### src/rtl/column_scheduler_pkg.sv
// Shared types and constants for the Flippy Bit column scheduler.
package column_scheduler_pkg;

   // Game phases; the encoding is visible on the debug state output.
   typedef enum logic [1:0] {
      IDLE = 2'd0,
      RUN  = 2'd1,
      OVER = 2'd2
   } state_t;

   localparam int NUM_COLS = 3;
   localparam int YPOS_W   = 5;
   localparam int LETTER_W = 8;
   localparam int CNT_W    = 32;

   // One step of the 8-bit Galois byte generator (right shift, feedback mask 0xB8).
   function automatic logic [7:0] lfsr8_next(input logic [7:0] q);
      return {1'b0, q[7:1]} ^ (q[0] ? 8'hB8 : 8'h00);
   endfunction

endpackage

### src/rtl/column_scheduler_lfsr.sv
// Free-running byte generator supplying the letters of newly spawned columns.
// A nonzero seed keeps the sequence away from the all-zero lock-up state.
module flippy_lfsr8
   import column_scheduler_pkg::*;
#(
   parameter logic [7:0] SEED = 8'hA5
) (
   input  logic       CLOCK_50,
   input  logic       reset,
   output logic [7:0] q
);

   // Advance every clock regardless of game phase.
   always_ff @(posedge CLOCK_50 or posedge reset) begin
      if (reset) begin
         q <= SEED;
      end else begin
         q <= lfsr8_next(q);
      end
   end

endmodule

### src/rtl/column_scheduler.sv
// Flippy Bit column scheduler: spawns bytes into three falling columns, steps
// them down on a drop tick, resolves the player's fire against the lowest
// column, keeps the score and detects game over.
//
// Fire handshake: fire is a single-cycle strobe with guess valid in the same
// cycle; there is no backpressure. The result (hit or miss pulse, column
// clear, score) is visible on the registered outputs one cycle later.
module column_scheduler
   import column_scheduler_pkg::*;
#(
   parameter int         START_STEP = 25_000_000,
   parameter int         MIN_STEP   = 2_500_000,
   parameter int         SPEEDUP    = 2_500_000,
   parameter int         SPAWN_GAP  = 6,
   parameter int         ROWS       = 20,
   parameter logic [7:0] LFSR_SEED  = 8'hA5
) (
   input  logic        CLOCK_50,
   input  logic        reset,
   input  logic        fire,
   input  logic [7:0]  guess,
   output logic [2:0]  col_active,
   output logic [23:0] col_letter,
   output logic [14:0] col_ypos,
   output logic [7:0]  score,
   output logic        game_over,
   output logic        hit,
   output logic        miss,
   output logic [1:0]  dbg_state
);

   localparam int IDX_W = $clog2(NUM_COLS);

   state_t                                  state;
   logic [NUM_COLS-1:0]                     active;
   logic [NUM_COLS-1:0][LETTER_W-1:0]       letter;
   logic [NUM_COLS-1:0][YPOS_W-1:0]         ypos;
   logic [CNT_W-1:0]                        step_cnt;
   logic [CNT_W-1:0]                        period;
   logic [CNT_W-1:0]                        period_dec;
   logic [7:0]                              spawn_cnt;
   logic [7:0]                              lfsr_q;
   logic [7:0]                              score_inc;

   logic                                    in_run;
   logic                                    step;
   logic                                    spawn_due;
   logic                                    tgt_valid;
   logic [IDX_W-1:0]                        tgt_idx;
   logic                                    fire_hit;
   logic                                    fire_miss;
   logic                                    bottom;
   logic                                    free_ok;
   logic [IDX_W-1:0]                        free_idx;
   logic [NUM_COLS-1:0]                     nxt_active;
   logic [NUM_COLS-1:0][LETTER_W-1:0]       nxt_letter;
   logic [NUM_COLS-1:0][YPOS_W-1:0]         nxt_ypos;

   flippy_lfsr8 #(
      .SEED     (LFSR_SEED)
   ) u_lfsr (
      .CLOCK_50 (CLOCK_50),
      .reset    (reset),
      .q        (lfsr_q)
   );

   // Column state is held in registers; the outputs are straight views of them.
   assign col_active = active;
   assign col_letter = letter;
   assign col_ypos   = ypos;
   assign dbg_state  = state;

   assign in_run    = (state == RUN);
   assign step      = in_run && (step_cnt == '0);
   assign spawn_due = (spawn_cnt == 8'(SPAWN_GAP - 1));
   assign fire_hit  = in_run && fire && tgt_valid && (guess == letter[tgt_idx]);
   assign fire_miss = in_run && fire && tgt_valid && (guess != letter[tgt_idx]);
   assign score_inc = score + 8'd1;

   // Target is the lowest column on screen; equal heights go to the lowest index.
   always_comb begin
      tgt_valid = 1'b0;
      tgt_idx   = '0;
      for (int i = 0; i < NUM_COLS; i++) begin
         if (active[i] && (!tgt_valid || (ypos[i] > ypos[tgt_idx]))) begin
            tgt_valid = 1'b1;
            tgt_idx   = IDX_W'(i);
         end
      end
   end

   // Faster drop after a speedup, never below the floor period.
   always_comb begin
      if (period >= (CNT_W'(MIN_STEP) + CNT_W'(SPEEDUP))) begin
         period_dec = period - CNT_W'(SPEEDUP);
      end else begin
         period_dec = CNT_W'(MIN_STEP);
      end
   end

   // Next column contents: the hit is applied first, then the drop step and spawn
   // work on what is left, so a freed column may be refilled on the same edge.
   always_comb begin
      nxt_active = active;
      nxt_letter = letter;
      nxt_ypos   = ypos;
      bottom     = 1'b0;
      free_ok    = 1'b0;
      free_idx   = '0;
      if (fire_hit) begin
         nxt_active[tgt_idx] = 1'b0;
         nxt_letter[tgt_idx] = '0;
         nxt_ypos[tgt_idx]   = '0;
      end
      for (int i = 0; i < NUM_COLS; i++) begin
         if (nxt_active[i] && (ypos[i] == YPOS_W'(ROWS - 1))) begin
            bottom = 1'b1;
         end
      end
      for (int i = 0; i < NUM_COLS; i++) begin
         if (!nxt_active[i] && !free_ok) begin
            free_ok  = 1'b1;
            free_idx = IDX_W'(i);
         end
      end
      // A column on the bottom row ends the game, so nothing moves on that step.
      if (step && !bottom) begin
         for (int i = 0; i < NUM_COLS; i++) begin
            if (nxt_active[i]) begin
               nxt_ypos[i] = ypos[i] + YPOS_W'(1);
            end
         end
         if (spawn_due && free_ok) begin
            nxt_active[free_idx] = 1'b1;
            nxt_letter[free_idx] = lfsr_q;
            nxt_ypos[free_idx]   = '0;
         end
      end
   end

   // Game FSM with drop timer, spawn pacing, score and pulse outputs.
   always_ff @(posedge CLOCK_50 or posedge reset) begin
      if (reset) begin
         state     <= IDLE;
         active    <= '0;
         letter    <= '0;
         ypos      <= '0;
         score     <= '0;
         game_over <= 1'b0;
         hit       <= 1'b0;
         miss      <= 1'b0;
         step_cnt  <= '0;
         spawn_cnt <= '0;
         period    <= CNT_W'(START_STEP);
      end else begin
         hit  <= 1'b0;
         miss <= 1'b0;
         case (state)
            IDLE: begin
               if (fire) begin
                  state     <= RUN;
                  active    <= '0;
                  letter    <= '0;
                  ypos      <= '0;
                  score     <= '0;
                  period    <= CNT_W'(START_STEP);
                  // Full period before the first step, which also spawns.
                  step_cnt  <= CNT_W'(START_STEP - 1);
                  spawn_cnt <= 8'(SPAWN_GAP - 1);
               end
            end
            RUN: begin
               active <= nxt_active;
               letter <= nxt_letter;
               ypos   <= nxt_ypos;
               hit    <= fire_hit;
               miss   <= fire_miss;
               if (fire_hit && (score != 8'hFF)) begin
                  score <= score_inc;
                  if (score_inc[1:0] == 2'b00) begin
                     period <= period_dec;
                  end
               end
               // Reload uses the period in force now; a speedup from this
               // same edge applies from the following reload.
               if (step) begin
                  step_cnt  <= period - CNT_W'(1);
                  spawn_cnt <= spawn_due ? 8'd0 : spawn_cnt + 8'd1;
                  if (bottom) begin
                     state     <= OVER;
                     game_over <= 1'b1;
                  end
               end else begin
                  step_cnt <= step_cnt - CNT_W'(1);
               end
            end
            OVER: begin
               if (fire) begin
                  state     <= IDLE;
                  game_over <= 1'b0;
               end
            end
            default: begin
               state <= IDLE;
            end
         endcase
      end
   end

endmodule

### config.mk
export PLATFORM = sky130hd
export DESIGN_NAME = column_scheduler
export DESIGN_NICKNAME = d
export VERILOG_FILES = /design/src/rtl/column_scheduler_pkg.sv /design/src/rtl/column_scheduler_lfsr.sv /design/src/rtl/column_scheduler.sv
export SDC_FILE = /design/constraint.sdc
export NUM_CORES = 1
export LEC_CHECK = 0
export CAP_MARGIN = 0
export CORE_ASPECT_RATIO = 1.1
export CORE_MARGIN = 4
export CORE_UTILIZATION = 30
export CTS_CLUSTER_SIZE = 40
export DETAILED_ROUTE_END_ITERATION = 10
export DONT_BUFFER_PORTS = 1
export GPL_TIMING_DRIVEN = 0
export RECOVER_POWER = 100
export SETUP_SLACK_MARGIN = 0.5
export SYNTH_ARGS = -nofsm -noshare
export SYNTH_HDL_FRONTEND = slang
export SYNTH_SLANG_ARGS = --single-unit
### constraint.sdc
create_clock -name CLOCK_50 -period 5.81 [get_ports CLOCK_50]
set_input_delay 1.162 -clock CLOCK_50 [delete_from_list [all_inputs] [get_ports CLOCK_50]]
set_output_delay 1.162 -clock CLOCK_50 [all_outputs]
set_load 0.05 [all_outputs]
==> results of run 1 <==
metal layers:
| metal | global-route usage | vias to the layer above |
|---|---|---|
| met3 | 0.04919 | 76 |
| met4 | 0.08773 | 0 |
| li1 | - | 3524 |
| met2 | 0.3081 | 421 |
| met1 | 0.2337 | 3859 |
| met5 | 0 | - |
worst paths after layout:
kind / startpoint / slack [ns] / depth (start not counted) / endpoint
min: u_lfsr.q[0] / 0.37 / 0 / u_lfsr.q[7]
min in group asynchronous: reset / 1.34 / 1 / col_ypos[13]
max in group asynchronous: reset / 1.52 / 2 / col_ypos[7]
min reg2reg: u_lfsr.q[0] / 0.37 / 0 / u_lfsr.q[7]
max: col_ypos[6] / 0.45 / 24 / col_ypos[6]
max reg2reg: col_ypos[6] / 0.45 / 24 / col_ypos[6]
Yosys cell counts (all sizes together), types with 14 or more instances:
master / n / area (sq um)
dfrtp: 114 / 2853
nor2: 92 / 345.3
o21ai: 89 / 452.9
nand2: 81 / 304.0
a21oi: 65 / 325.3
clkbuf: 41 / 155.1
a22o: 34 / 297.8
inv: 34 / 127.6
nand4: 23 / 156.4
xor2: 20 / 175.2
ha: 18 / 225.2
nor3: 17 / 90.09
a211oi: 16 / 120.1
dfstp: 16 / 420.4
nand3: 16 / 80.08
xnor2: 16 / 140.1
nor4: 14 / 115.1
or3: 14 / 92.59
flip-flops by register name (all words and copies together) (netlist names):
signal	count
hit	1
col_ypos	15
score	8
miss	1
spawn_cnt	8
dbg_state	2
period	27
step_cnt	32
game_over	1
u_lfsr.q	8
col_letter	24
col_active	3
cell type report:
type,instances,area (sq um),share of cell area
flip-flops and latches,130,3293,0.3325
well taps,352,440.4,0.04447
inverters,34,136.4,0.01377
clock inverters,15,232.7,0.02350
repair buffers,39,337.8,0.03411
clock buffers,17,425.4,0.04296
plain buffers,51,252.7,0.02552
multi-input cells,696,4785,0.4831
power breakdown:
part,internal (uW),total [uW],switching [uW]
registers,1000,1120,122
clock network,766,1210,443
logic,153,389,236
total,1920,2720,801
kinds of logic (layout without fill, tap and decap cells):
group                    Yosys count  count (layout)  synth area share
flip-flops                       130             130            0.4086
AO/OA/AOI/OAI                    305             305            0.2563
XOR/XNOR                          36              36           0.03936
multiplexers                      13              13           0.01656
buffers and inverters             85             156           0.04170
adder cells (fa/ha/maj)           18              18           0.02812
AND/OR/NAND/NOR                  324             324            0.2093
timing repair:
action	4_1_cts	5_1_grt
resized for setup	63	51
pin swaps	17	19
setup buffers	18	20
endpoints found under the setup margin	80	77
endpoints found under the hold margin	0	0
stage by stage:
step           worst slack, ns  hold slack, ns  cells
2_1_floorplan           0.5170          0.3533    911
3_3_place_gp           -0.8586          0.3568   1263
3_5_place_dp           -0.8738          0.3583   1264
4_1_cts                 0.5021          0.3677   1314
5_1_grt                 0.1918          0.3776   1334
6_report                0.4540          0.3710   1334
critical path, stage by stage, from the launching register on:
cell and delay, ns:
dfrtp_1 0.84, ha_4 0.31, and4_4 0.15, a21o_1 0.18, buf_6 0.12, o21bai_4 0.20
buf_4 0.17, nand2_1 0.05, o21ai_0 0.10, ha_1 0.28, o21ai_1 0.14, o21ai_4 0.14
buf_4 0.18, a211oi_1 0.41, a41oi_2 0.09, xnor2_2 0.17, nand4_1 0.09, buf_4 0.16
nor3_4 0.05, buf_4 0.20, buf_6 0.14, a21o_1 0.20, a2111oi_2 0.37, o21ai_0 0.20
a32o_1 0.28
placed cells by master, fill, tap and decap left out, types with 14 or more instances in the layout:
master,n
clkbuf_16,17
nor3_1,14
buf_4,33
a22o_1,34
nor2_1,90
nand4_1,22
xor2_1,20
dfstp_2,14
dfrtp_1,108
inv_1,27
nand2_1,79
a21oi_1,62
o21ai_0,83
clkbuf_1,38
==> results.py, run 1 <==
metrics = {
    "critical_path": {
        "critPathKind": "reg2reg",
        "start_kind": "register",
        "worst_ep_required_time_ns": 6.12,
        "cp.arrival_ns": 5.67,
        "worstSetupEndpointType": "register",
        "worst-path-max-fanout": 10,
    },
    "cells_and_area": {
        "final_nets": 998,
        "num-fill-cells": 2679,
        "areaGrowthSynthToFinish_pct": 23.63,
        "drive_gt1_frac": 0.1813,
        "antenna_cells": 0,
        "fin_area_sq_um": 9903,
        "fin_util": 0.3777,
    },
    "routing": {
        "drtPass1Iterations": 5,
        "route.met3.wl_um": 2289,
        "highest_layer": "met4",
        "avgViaCountPerCell": 5.907,
        "drtIter0Drc": 772,
        "drc": 0,
        "met2_length_um": 13390,
        "wirelength_um": 27980,
        "vias": 7880,
        "route.layer.met1.wl_um": 11270,
        "wl_per_cell_um": 20.97,
        "drtAntennaViolNets": 0,
    },
    "placement": {
        "numPortBuffers": 0,
        "place_area_sq_um": 8499,
        "gp_routability_congestion": 0.9009,
        "place_hpwl_um": 18980,
    },
    "die": {
        "die_h_um": 179.4,
        "dieWidth_um": 163.8,
        "die-area_sq_um": 29380,
        "rows": 62,
        "core_area_sq_um": 26220,
        "initial_core_util": 0.3055,
        "boundaryPins": 66,
    },
    "global_routing": {
        "grt-ovfl-total": 0,
        "antenna_found_initial": 0,
        "grt_max_degree": 72,
        "first_global_vias": 7663,
        "grtUsageTotal": 0.1885,
        "grt_pass1_wl_um": 43410,
    },
    "timing": {
        "fin_setup_tns_ns": 0,
        "fin_crit_sh": 0.9219,
        "skew_ns": 0.01062,
        "period_minus_slack_ns": 5.356,
        "setup_viol": 0,
        "rsz0062_at_grt": "true",
        "maxSlewViolCount": 133,
        "finalHoldViolCount": 0,
        "slew_headroom": -0.7468,
        "max_freq_mhz": 186.7,
        "tightest_slew_ns": 2.606,
    },
    "flow_run": {
        "maxCapViolCount": 2,
    },
    "pwr": {
        "peakVddDrop_mv": 0.2117,
        "leakage_uw": 0.004032,
        "totalPowerFinal_uw": 2721,
        "cellPowerDensity_nw_per_um2": 274.7,
    },
    "clocking": {
        "cts_sinks": 130,
        "numCtsBuffers": 17,
        "hold_buffers": 0,
        "clk_pin_slew_worst_paths_ns": 0.06,
        "insertion_delay_ns": 0.43,
        "clk_path_buf_depth": 2,
        "clock-root-buffer": "clkbuf_16",
        "htreeDepth": 4,
        "cts_tree": "yes",
    },
    "synthesis": {
        "yosysWarnings": 0,
        "synth_area_sq_um": 8010,
        "synthFlopType": "dfrtp_1",
        "synthCells": 911,
        "async_flop_share": 1.000,
        "synth.distinct_cells": 76,
        "synth_edf_count": 0,
        "synth_area_per_cell_sq_um": 8.793,
        "seq_area_frac_synth": 0.4086,
        "synthesis.nets": 940,
        "ys_seq_elements": 130,
    },
    "worst_hold_path": {
        "min_path_type": "reg2reg",
    },
    "run_status": {
        "status": "complete, but fails checks",
        "violations": "capacitance limit, slew limit",
    },
}
(Power assumes the default switching activity.)
==> inputs of run 2 (changes only) <==
- SETUP_SLACK_MARGIN: 0.5 -> 0.02
==> run 2 against run 1 <==
  * The flow still finishes with violations (capacitance limit, slew limit)
  * Worst hold slack worse by 0.00051 ns
  * Routed wire length is 5.7% lower
  * Final cell count is 2.2% lower
  * Combinational power is 6.4% lower
  * Die area stayed put
  * Clock skew is 0.0025 ns higher
  * Critical path depth is 3 lower
  * Critical endpoint is now col_ypos[9]
==> results.py, run 2 (same netlist as run 1, synthesis figures left out) <==
metrics = {
    "critical_path": {
        "critPathKind": "reg2reg",
        "crit_buf_inv": 4,
        "worst-path-max-fanout": 10,
        "start_kind": "register",
        "cp.arrival_ns": 5.95,
        "path_delay_family": "compound AO/OA/AOI/OAI gates",
        "worst_ep_required_time_ns": 6.12,
        "crit_chain": "inv_1 > ha_1 > and4_1 > a21o_2 > o21bai_4 > mux2i_1 > ha_1 > nand4_1 > o211a_1 > buf_4 > a21o_1 > buf_4 > a41oi_1 > xnor2_1 > nand4_1 > nor3_4 > a22oi_2 > clkbuf_1 > nor3_1 > o21ai_0 > a22o_1",
        "crit_slowest_cell": "dfrtp_4",
        "worstSetupEndpointType": "register",
        "slowest_delay_ns": 0.57,
    },
    "die": {
        "die-area_sq_um": 29380,
        "die_h_um": 179.4,
        "boundaryPins": 66,
        "dieWidth_um": 163.8,
        "rows": 62,
        "core_area_sq_um": 26220,
        "initial_core_util": 0.3055,
    },
    "cells_and_area": {
        "areaGrowthSynthToFinish_pct": 15.98,
        "final_common_cell": "dfrtp_1",
        "num-fill-cells": 2718,
        "fin_util": 0.3543,
        "fin_area_sq_um": 9290,
        "most-common-layout-cells": "dfrtp_1, nor2_1, o21ai_0, nand2_1, a21oi_1",
        "max_flop_register": "step_cnt",
        "largest_register_ffs": 32,
        "seq_area_sq_um": 3293,
        "multi_input_area_sq_um": 4519,
        "antenna_cells": 0,
        "final_nets": 969,
        "drive_gt1_frac": 0.1217,
    },
    "global_routing": {
        "grt_pass1_wl_um": 41830,
        "grt_max_degree": 91,
        "antenna_found_initial": 0,
        "grt-ovfl-total": 0,
        "first_global_vias": 7281,
        "grtUsageTotal": 0.1817,
    },
    "clocking": {
        "htreeDepth": 4,
        "hold_buffers": 0,
        "numCtsBuffers": 17,
        "cts_sinks": 130,
        "insertion_delay_ns": 0.43,
        "clk_pin_slew_worst_paths_ns": 0.06,
        "clk_path_buf_depth": 2,
        "cts_tree": "yes",
        "clock-root-buffer": "clkbuf_16",
    },
    "run_status": {
        "status": "complete, but fails checks",
        "violations": "capacitance limit, slew limit",
    },
    "timing": {
        "finalHoldViolCount": 0,
        "maxSlewViolCount": 133,
        "fin_crit_sh": 0.9712,
        "period_minus_slack_ns": 5.643,
        "max_freq_mhz": 177.2,
        "hold_slack_ns": 0.3705,
        "tightest_slew_ns": 2.324,
        "rsz0062_at_grt": "true",
        "skew_ns": 0.01314,
        "slew_headroom": -0.5491,
        "setup_viol": 0,
    },
    "placement": {
        "gp_routability_congestion": 0.9071,
        "numPortBuffers": 0,
        "place_hpwl_um": 18980,
        "place_area_sq_um": 8483,
    },
    "routing": {
        "drtIter0Drc": 744,
        "drtAntennaViolNets": 0,
        "wl_per_cell_um": 20.21,
        "drc": 0,
        "avgViaCountPerCell": 5.762,
        "vias": 7519,
        "wirelength_um": 26370,
        "drtPass1Iterations": 5,
    },
    "pwr": {
        "leakage_uw": 0.003774,
        "cellPowerDensity_nw_per_um2": 279.9,
        "peakVddDrop_mv": 0.1959,
    },
    "worst_hold_path": {
        "min_path_type": "reg2reg",
    },
    "flow_run": {
        "maxCapViolCount": 2,
    },
}
-- run 2: power breakdown --
group	total, uW	internal (uW)	switching (uW)
registers	1120	1000	120
logic	364	139	226
clock network	1120	688	427
total	2600	1830	773
-- run 2: what timing repair did --
action / 4_1_cts / 5_1_grt
pin swaps: 2 / 9
setup endpoints to repair: 79 / 65
resized for setup: 24 / 23
setup buffers: 2 / 10
-- run 2: path summary, 6_finish.rpt --
path,endpoint,depth (start not counted),slack (ns),start
setup / recovery,col_ypos[9],21,0.17,col_ypos[2]
hold / removal,u_lfsr.q[7],0,0.37,u_lfsr.q[0]
max in group asynchronous,col_ypos[3],2,1.61,reset
min in group asynchronous,col_ypos[10],1,1.04,reset
hold reg to reg,u_lfsr.q[7],0,0.37,u_lfsr.q[0]
setup reg to reg,col_ypos[9],21,0.17,col_ypos[2]
-- run 2: cell type report --
class / count / area share
Timing Repair Buffer: 13 / 0.01024
Buffer: 48 / 0.02209
Sequential cell: 130 / 0.3545
Multi-Input combinational cell: 696 / 0.4865
Inverter: 34 / 0.01387
Clock buffer: 20 / 0.04808
Tap cell: 352 / 0.04741
Clock inverter: 12 / 0.01737
-- run 2: routing by layer --
layer,vias to the layer above,global-route usage,share of wire
met3,54,0.05491,0.082
met1,3676,0.2265,0.41
met2,326,0.2989,0.48
met5,-,0,0
met4,0,0.06641,0.031
li1,3463,-,-
-- run 2: per-stage QoR --
stage	setup TNS, ns	cells	power [uW]	setup slack (ns)
3_3_place_gp	-100.69	1263	1473	-1.192
5_1_grt	-0.1148	1305	2724	-0.04275
2_1_floorplan	0	911	1373	0.2385
3_5_place_dp	-61.01	1264	1483	-1.306
6_report	0	1305	2600	0.1671
4_1_cts	0	1297	2605	0.03592
-- run 2: worst register-to-register path: stages (launching register included) --
cell      delay, ns
dfrtp_4        0.57
inv_1          0.13
ha_1           0.35
and4_1         0.23
a21o_2         0.27
o21bai_4       0.25
mux2i_1        0.15
ha_1           0.34
nand4_1        0.13
o211a_1        0.23
buf_4          0.16
a21o_1         0.19
buf_4          0.19
a41oi_1        0.21
xnor2_1        0.18
nand4_1        0.25
nor3_4         0.38
a22oi_2        0.20
clkbuf_1       0.29
nor3_1         0.38
o21ai_0        0.16
a22o_1         0.27
==> inputs of run 3 (changes only) <==
- ABC_AREA: not set -> 1
==> run 3 against run 2 <==
  * The run still ends with capacitance limit, slew limit left
  * Via count grew 7.5%
  * Total power grew 5.1%
  * Synthesized area grew 6.6%
  * Routed wire length shrank 6.7%
  * Combinational power grew 39%
  * Die area grew 6.3%
  * Clock power is essentially flat
  * Synthesized cell count grew 33%
  * Clock skew shrank 0.0025 ns
  * Register-to-register slack gained 0.26 ns
  * Non-clock buffer count shrank 24
==> results.py, run 3 <==
metrics = {
    "pwr": {
        "leakage_uw": 0.004709,
        "peakVddDrop_mv": 0.2156,
        "cellPowerDensity_nw_per_um2": 281.9,
    },
    "critical_path": {
        "worstSetupEndpointType": "register",
        "worst_ep_required_time_ns": 6.12,
        "cpMostUsedCell": "nand2_1",
        "reg2regPathDepth": 35,
        "r2r-end": "col_letter[21]",
        "critPathKind": "reg2reg",
        "worst-path-max-fanout": 10,
        "slowest_delay_ns": 0.57,
        "r2r_slack_ns": 0.42,
        "r2r-start": "col_ypos[4]",
        "start_kind": "register",
        "crit_slowest_cell": "dfrtp_2",
        "cp.arrival_ns": 5.69,
    },
    "timing": {
        "tightest_slew_ns": 2.493,
        "skew_ns": 0.01060,
        "setup_viol": 0,
        "hold_slack_ns": 0.3920,
        "slew_headroom": -0.6711,
        "rsz0062_at_grt": "true",
        "fin_crit_sh": 0.9269,
        "fin_setup_tns_ns": 0,
        "maxSlewViolCount": 133,
        "max_freq_mhz": 185.7,
        "period_minus_slack_ns": 5.385,
        "finalHoldViolCount": 0,
        "finalWorstSetupSlack_ns": 0.4247,
    },
    "cells_and_area": {
        "areaGrowthSynthToFinish_pct": 13.57,
        "fin_util": 0.3470,
        "antenna_cells": 0,
        "largest_register_ffs": 32,
        "num-fill-cells": 2952,
        "drive_gt1_frac": 0.09696,
        "max_flop_register": "step_cnt",
        "final_common_cell": "nand2_1",
        "most-common-layout-cells": "nand2_1, inv_1, nor2_1, nand3_1, dfrtp_1",
        "fin_area_sq_um": 9698,
        "final_nets": 1264,
    },
    "synthesis": {
        "seq_area_frac_synth": 0.3833,
        "ys_seq_elements": 130,
        "synthFlopType": "dfrtp_1",
        "synth.top_cell.area_share": 0.3341,
        "synth.distinct_cells": 45,
        "synth_area_per_cell_sq_um": 7.052,
        "synthTopCellsByCount": "nand2_1, inv_1, nor2_1",
        "synth_area_sq_um": 8539,
        "synth_edf_count": 0,
        "yosysTopAreaCell": "dfrtp_1",
        "async_flop_share": 1.000,
        "synthTopCellsByArea": "dfrtp_1, nand2_1, inv_1, nand3_1, nor2_1",
        "synthCells": 1211,
        "yosysWarnings": 0,
        "synthesis.nets": 1240,
        "synth_most_common_cell": "nand2_1",
    },
    "flow_run": {
        "maxCapViolCount": 2,
    },
    "global_routing": {
        "first_global_vias": 7708,
        "grt_max_degree": 77,
        "antenna_found_initial": 0,
        "grtUsageTotal": 0.1595,
        "grt-ovfl-total": 0,
        "grt_pass1_wl_um": 40190,
    },
    "clocking": {
        "clk_pin_slew_worst_paths_ns": 0.07,
        "cts_sinks": 130,
        "clock-root-buffer": "clkbuf_16",
        "cts_tree": "yes",
        "numCtsBuffers": 17,
        "htreeDepth": 4,
        "clk_path_buf_depth": 2,
        "insertion_delay_ns": 0.42,
    },
    "routing": {
        "avgViaCountPerCell": 5.016,
        "drtAntennaViolNets": 0,
        "drtPass1Iterations": 5,
        "drtIter0Drc": 596,
        "wirelength_um": 24610,
        "wl_per_cell_um": 15.27,
        "drc": 0,
        "vias": 8081,
    },
    "die": {
        "initial_core_util": 0.3056,
        "die-area_sq_um": 31230,
        "dieWidth_um": 168.9,
        "boundaryPins": 66,
        "die_h_um": 185.0,
        "rows": 64,
        "core_area_sq_um": 27950,
    },
    "worst_hold_path": {
        "holdPathEnd": "u_lfsr.q[7]",
        "hold_depth": 0,
        "min_path_type": "reg2reg",
        "min-delay-start": "u_lfsr.q[0]",
    },
    "placement": {
        "gp_routability_congestion": 0.8692,
        "place_area_sq_um": 9026,
        "place_hpwl_um": 18560,
        "dp_worst_setup_slack_ns": -0.1343,
        "numPortBuffers": 0,
    },
    "run_status": {
        "violations": "capacitance limit, slew limit",
        "status": "complete, but fails checks",
    },
}
[run 3: layer usage]
metal | part of all wire | GRT usage | up-vias
li1 | - | - | 4006
met1 | 0.44 | 0.1980 | 3821
met2 | 0.49 | 0.2799 | 221
met3 | 0.054 | 0.02882 | 33
met4 | 0.021 | 0.05325 | 0
met5 | 0 | 0 | -
[run 3: critical path, delay by kind of cell, from the launching register on]
| kind | cells | cell delay (ns) |
|---|---|---|
| simple gates | 25 | 2.81 |
| buf+inv | 5 | 0.85 |
| fa+ha+maj | 2 | 0.64 |
| flops | 1 | 0.57 |
| compound gates | 3 | 0.39 |
[run 3: through the flow]
step	instances	power, uW
3_3_place_gp	1574	1641
5_1_grt	1611	2895
6_report	1611	2734
3_5_place_dp	1575	1654
2_1_floorplan	1211	1529
4_1_cts	1607	2752
[run 3: cell families after synthesis]
| logic type | share of synthesized area |
|---|---|
| adders and majority gates | 0.02637 |
| DFF | 0.3833 |
| xor gates and xnor gates | 0.03385 |
| AOI/OAI and AO/OA | 0.1263 |
| buffers and inverters | 0.09319 |
| and+or+nand+nor | 0.3370 |
[run 3: repair_timing]
item | 4_1_cts | 5_1_grt
gates resized for setup | 6 | 10
pin swaps | 0 | 5
setup buffers | 0 | 4
hold buffers | 0 | 0
setup endpoints to repair | 36 | 71
gates cloned | 0 | 0
[run 3: worst max path at each step]
stage | depth (start not counted) | startpoint | endpoint | slack, ns
after floorplan | 36 | col_ypos[4] | col_letter[11] | 1.07
after global placement | 1 | reset | period[25] | -0.49
after detailed placement | 31 | col_ypos[3] | col_ypos[5] | -0.13
after CTS | 31 | col_ypos[6] | col_ypos[6] | 0.04
after global routing | 36 | col_ypos[4] | period[30] | 0.006
final | 35 | col_ypos[4] | col_letter[21] | 0.42
[run 3: final cells by class]
class | instances | area [sq um] | share of cell area
buffer | 32 | 177.7 | 0.01832
clock buffer | 19 | 442.9 | 0.04567
clock inverter | 13 | 150.1 | 0.01548
timing repair buffer | 5 | 60.06 | 0.006193
inverter | 164 | 616.8 | 0.06360
sequential | 130 | 3281 | 0.3383
tap | 363 | 454.2 | 0.04683
multi-input combinational | 885 | 4516 | 0.4656
[run 3: report_power, final]
group | switching [uW] | total (uW) | internal, uW
Sequential | 116 | 1140 | 1020
Combinational | 332 | 505 | 173
Clock | 438 | 1090 | 651
Total | 886 | 2730 | 1850
